File: src/rtl/sync_fifo_param.sv
// Single-clock FIFO with a full-depth occupancy counter, programmable almost-full/almost-empty
// thresholds, one-cycle error pulses and a selectable registered or first-word-fall-through read port.
module sync_fifo_param #(
  parameter int p_DATA_WIDTH             = 8,
  parameter int p_ADDRESS_WIDTH          = 4,
  parameter int p_ALMOST_FULL_THRESHOLD  = 12,
  parameter int p_ALMOST_EMPTY_THRESHOLD = 4,
  parameter int p_FWFT                   = 0
) (
  input  logic                       i_CLK,
  input  logic                       i_RESET,
  input  logic                       i_WRITE_REQUEST,
  input  logic                       i_READ_REQUEST,
  input  logic [p_DATA_WIDTH-1:0]    i_INPUT,
  output logic [p_DATA_WIDTH-1:0]    o_OUTPUT,
  output logic                       o_OUTPUT_VALID,
  output logic                       o_FIFO_EMPTY,
  output logic                       o_FIFO_FULL,
  output logic                       o_FIFO_ALMOST_EMPTY,
  output logic                       o_FIFO_ALMOST_FULL,
  output logic [p_ADDRESS_WIDTH:0]   o_FILL_COUNT,
  output logic                       o_OVERFLOW,
  output logic                       o_UNDERFLOW
);

  localparam int D = 1 << p_ADDRESS_WIDTH;
  localparam logic [p_ADDRESS_WIDTH:0]   c_DEPTH   = D[p_ADDRESS_WIDTH:0];
  localparam logic [p_ADDRESS_WIDTH:0]   c_AF      = p_ALMOST_FULL_THRESHOLD[p_ADDRESS_WIDTH:0];
  localparam logic [p_ADDRESS_WIDTH:0]   c_AE      = p_ALMOST_EMPTY_THRESHOLD[p_ADDRESS_WIDTH:0];
  localparam logic [p_ADDRESS_WIDTH-1:0] c_PTR_ONE = p_ADDRESS_WIDTH'(1);
  localparam logic [p_ADDRESS_WIDTH:0]   c_CNT_ONE = (p_ADDRESS_WIDTH+1)'(1);

  // Out-of-range thresholds would make a flag stuck; refuse to elaborate.
  if (p_ALMOST_FULL_THRESHOLD < 1 || p_ALMOST_FULL_THRESHOLD > D) begin : g_bad_af
    $error("sync_fifo_param: p_ALMOST_FULL_THRESHOLD out of range 1..D");
  end
  if (p_ALMOST_EMPTY_THRESHOLD < 0 || p_ALMOST_EMPTY_THRESHOLD > D - 1) begin : g_bad_ae
    $error("sync_fifo_param: p_ALMOST_EMPTY_THRESHOLD out of range 0..D-1");
  end

  logic [p_DATA_WIDTH-1:0]    mem [0:D-1];
  logic [p_ADDRESS_WIDTH-1:0] wr_ptr;
  logic [p_ADDRESS_WIDTH-1:0] rd_ptr;
  logic [p_ADDRESS_WIDTH:0]   count;
  logic                       overflow_q;
  logic                       underflow_q;
  logic                       wr_ok;
  logic                       rd_ok;

  // Request semantics: a request is a single-cycle strobe sampled at the rising edge; it is
  // accepted at that edge iff the qualification below holds, otherwise it is dropped and
  // flagged by a one-cycle error pulse. A read on empty is never accepted; a write on full
  // is accepted only when a read is accepted in the same cycle (the freed slot takes it).
  always_comb begin
    rd_ok = i_READ_REQUEST && (count != '0);
    wr_ok = i_WRITE_REQUEST && ((count < c_DEPTH) || rd_ok);
  end

  always_ff @(posedge i_CLK) begin
    if (i_RESET) begin
      wr_ptr      <= '0;
      rd_ptr      <= '0;
      count       <= '0;
      overflow_q  <= 1'b0;
      underflow_q <= 1'b0;
    end else begin
      if (wr_ok) wr_ptr <= wr_ptr + c_PTR_ONE;
      if (rd_ok) rd_ptr <= rd_ptr + c_PTR_ONE;
      case ({wr_ok, rd_ok})
        2'b10:   count <= count + c_CNT_ONE;
        2'b01:   count <= count - c_CNT_ONE;
        default: count <= count;
      endcase
      overflow_q  <= i_WRITE_REQUEST && !wr_ok;
      underflow_q <= i_READ_REQUEST && !rd_ok;
    end
  end

  // Storage is not reset; a reset edge suppresses the write.
  always_ff @(posedge i_CLK) begin
    if (!i_RESET && wr_ok) mem[wr_ptr] <= i_INPUT;
  end

  always_comb begin
    o_FILL_COUNT        = count;
    o_FIFO_EMPTY        = (count == '0);
    o_FIFO_FULL         = (count == c_DEPTH);
    o_FIFO_ALMOST_EMPTY = (count <= c_AE);
    o_FIFO_ALMOST_FULL  = (count >= c_AF);
    o_OVERFLOW          = overflow_q;
    o_UNDERFLOW         = underflow_q;
  end

  if (p_FWFT != 0) begin : g_fwft
    // Head word is always on the output; a read acknowledges and pops it.
    assign o_OUTPUT       = mem[rd_ptr];
    assign o_OUTPUT_VALID = (count != '0);
  end else begin : g_std
    logic [p_DATA_WIDTH-1:0] out_q;
    logic                    valid_q;

    always_ff @(posedge i_CLK) begin
      if (i_RESET) begin
        out_q   <= '0;
        valid_q <= 1'b0;
      end else begin
        if (rd_ok) out_q <= mem[rd_ptr];
        valid_q <= rd_ok;
      end
    end

    assign o_OUTPUT       = out_q;
    assign o_OUTPUT_VALID = valid_q;
  end

endmodule

File: config.mk
export PLATFORM = sky130hd
export DESIGN_NAME = sync_fifo_param
export DESIGN_NICKNAME = d
export VERILOG_FILES = /design/src/rtl/sync_fifo_param.sv
export SDC_FILE = /design/constraint.sdc
export NUM_CORES = 1
export LEC_CHECK = 0
export BUFFER_PORTS_ARGS = -buffer_cell sky130_fd_sc_hd__buf_2
export CORE_ASPECT_RATIO = 1.25
export CORE_MARGIN = 1
export CORE_UTILIZATION = 65
export DETAILED_ROUTE_END_ITERATION = 12
export GPL_ROUTABILITY_DRIVEN = 0
export PLACE_DENSITY = 0.84
export SYNTH_ARGS = -nofsm -noshare
export SYNTH_HDL_FRONTEND = slang
export SYNTH_SLANG_ARGS = --single-unit
export TNS_END_PERCENT = 100
File: constraint.sdc
create_clock -name i_CLK -period 9.15 [get_ports i_CLK]
set_clock_uncertainty 0.15 [all_clocks]
set_input_delay 1.83 -clock i_CLK [delete_from_list [all_inputs] [get_ports i_CLK]]
set_output_delay 1.83 -clock i_CLK [all_outputs]
set_load 0.03 [all_outputs]
==> impl_results.md <==
- Status: completed
- Maximum vdd drop: 0.181 mV
- CTS tree: done
- Async S/R FF share, synth: 0%
- RSZ-0062 raised after global routing: false
- Crit-path slowest cell: fa_1
- Syn_nets: 425
- # rows: 39
- Num ports: 32
- H-tree levels: 4
- Crit end category: register
- Placed Instance Area: 0.00630 mm^2
- Count of different cell masters after synthesis: 40
- Most frequent cells in the layout: 128 x edfxtp_1, 65 x mux2i_1, 37 x nor2_1
- Worst-Skew Late Latency: 0.42 ns
- Die width: 88.9 um
- Final nets: 454
- Post-synthesis simple-gate area fraction: 7.02%
- Worst hold slack: 0.351 ns
- Die span in y: 111 um
- Filler cells: 550
- Top cell type's share of synthesized area: 62.7%
- Sink Count: 152
- Final min period: 3.97 ns
- Setup TNS: 0 ns
- Share of layout cells above drive strength 1: 15.7%
- Final WS setup: 5.18 ns
- Crit path largest cell delay: 0.39 ns
- Maximum clock path buffer count: 2
- PortBufs: 31
- Crit-path cells: buf_2 > o21ai_4 > inv_2 > ha_1 > inv_1 > fa_1 > nor2b_1 > o21ai_0 > nand3_1 > or3b_1 > mux2_2
- GRT Max-Usage Layer: met2
- Largest family of logic cells by synthesized area: multiplexers
- Met1 GRT Util: 33.9%
- Final WL: 12.1 mm
- Initial antenna violation count: 0
- Min-Delay Path Class: reg2reg
- Worst slew pin tran: 1.19 ns
- DR vias: 3476
- Largest net degree at the start of global routing: 68
- CP Max Fanout: 21
- Leak: 2.29 nW
- First-pass GRT wire length: 18.7 mm
- Final hold violation count: 0
- Final period util: 43.4%
- Clk slew on worst S/H paths: 0.06 ns
- Syn. warnings: 0
- Post-Layout Cell Count: 568
- Fin. max-slew vios: 0
- Num CTS Buffers: 17
- Vias per cell: 6.12
- Fin area: 0.00695 mm^2
- Post-Synth Adder-Cell Area: 2.16%
- Core area: 0.00913 mm^2
- Synth area leaders: edfxtp_1 63%, mux2i_1 11%, dfxtp_1 7.8%, o22ai_1 3.3%, nor2_1 2.3%
- Diodes inserted: 0
- Final ANT Viol Nets: 0
- Clk root buf: clkbuf_16
- DR iter-0 viols: 351
- DRC Markers: 0
- Area grow syn2layout: 13.4%
- Grt total ovfl: 0
- GRT met3 Usage: 8.07%
- XOR/XNOR Fraction of Synth Area: 1.12%
- Vias in the first global route: 3446
- Post-CTS Hold Buffers: 0
- Critical Path RT: 9.30 ns
- Main flop type after synthesis: edfxtp_1
- Post-synthesis mux area share: 10.8%
- Placed insts: 536
- Syn Inst Count: 403
- Syn Area/Cell: 15.2 um^2
- Synth Area in Compound Gates: 5.59%
- Max_slew headroom: 20.3%
- Die area: 0.00982 mm^2
- CP Class: in2reg
- Top Family by Delay on Critical Path: adder cells
- Synthesized cell area: 0.00613 mm^2
- DP HPWL: 7.57 mm
- Post_cts resized: 0
- Critical Path AT: 4.12 ns
- Post-synthesis sequential area ratio: 70.6%
- Initial core utilization: 67.2%
- Number of enable flip-flop cells after synthesis: 128
- M2 GR Usage: 43.6%
- Fmax: 252 MHz
- Largest area contributor in the netlist: edfxtp_1
- Commonest non-fill, non-tap cell in the layout: edfxtp_1
- #FFs+latches synth: 152
- First-pass DRT Iterations: 5
- Post-CTS Setup Bufs: 0
- Buf+Inv Stages, Crit Path: 3
- Total track usage: 27.2%
- Power Density: 285 mW/mm^2
- Max-Cap Viols: 0
- Setup Slack @ Placement: 4.77 ns
- CP Launch Type: input pin
- Setup Viol. Count Final: 0
- WL per Instance: 21.3 um
power breakdown:
group	leakage (nW)	internal, mW	switching [mW]
combinational	0.625	0.139	0.237
sequential	1.35	0.791	0.0638
clock	0.314	0.491	0.260
total	2.29	1.42	0.561
registers in the layout (all words and copies together) (netlist names):
register        cells
o_FILL_COUNT        5
rd_ptr              4
o_OUTPUT_VALID      1
o_OVERFLOW          1
o_UNDERFLOW         1
o_OUTPUT            8
wr_ptr              4
mem               128
cells by family after synthesis:
group / after synthesis
DFF: 152
and+or+nand+nor: 87
muxes: 66
AOI/OAI and AO/OA: 52
buffers and inverters: 29
adders and majority gates: 10
xor gates and xnor gates: 7
through the flow:
step | utilization [%] | total power [mW]
global placement | 69.1 | 1.23
detailed placement | 69.1 | 1.24
finish | 76.2 | 1.98
global route | 76.2 | 2.05
CTS | 76.2 | 1.99
floorplan | - | 1.15
metal layers:
| layer | wire [um] | up-vias |
|---|---|---|
| li1 | - | 1601 |
| met1 | 4580 | 1682 |
| met2 | 6280 | 165 |
| met3 | 913 | 28 |
| met4 | 357 | 0 |
| met5 | 0 | - |
tightest hold or removal path, delay by kind of cell (launching register included):
family | cells | cell delay, ns
flops | 1 | 0.31
simple gates | 1 | 0.09
compound gates | 1 | 0.05
area by class of cell:
type	instances	area [um^2]	area share [%]
flip-flops and latches	152	4330	62.3
multi-input cells	222	1640	23.6
clock buffers	20	447	6.43
clock inverters	12	199	2.86
repair buffers	31	155	2.23
well taps	123	154	2.21
inverters	8	30.0	0.432
worst paths after layout:
kind                            cells past startpoint            start               to  slack [ns]
worst max-delay path                               11   i_READ_REQUEST  o_FILL_COUNT[4]        5.18
worst min-delay path                                2      o_OUTPUT[3]      o_OUTPUT[3]        0.35
worst max register to register                     10  o_FILL_COUNT[0]  o_FILL_COUNT[4]        5.87
worst min register to register                      2      o_OUTPUT[3]      o_OUTPUT[3]        0.35
synthesized netlist by cell type, types with 2 or more instances:
library cell and instances:
o21ai_0 2, buf_6 5, clkbuf_1 5, or3_1 2
or3b_1 2, buf_1 2, o22ai_1 32, a21oi_1 7
nor2b_1 2, a211oi_1 7, edfxtp_1 128, buf_4 4
nor4_1 8, mux2i_1 65, nand3b_1 3, dfxtp_1 24
buf_2 5, inv_1 7, ha_1 9, nor2_1 37
nor3_1 6, nand2b_1 3, xor2_1 3, nand2_1 13
xnor2_1 3, nand3_1 5
No activity file was read; power rests on OpenSTA's default activity.
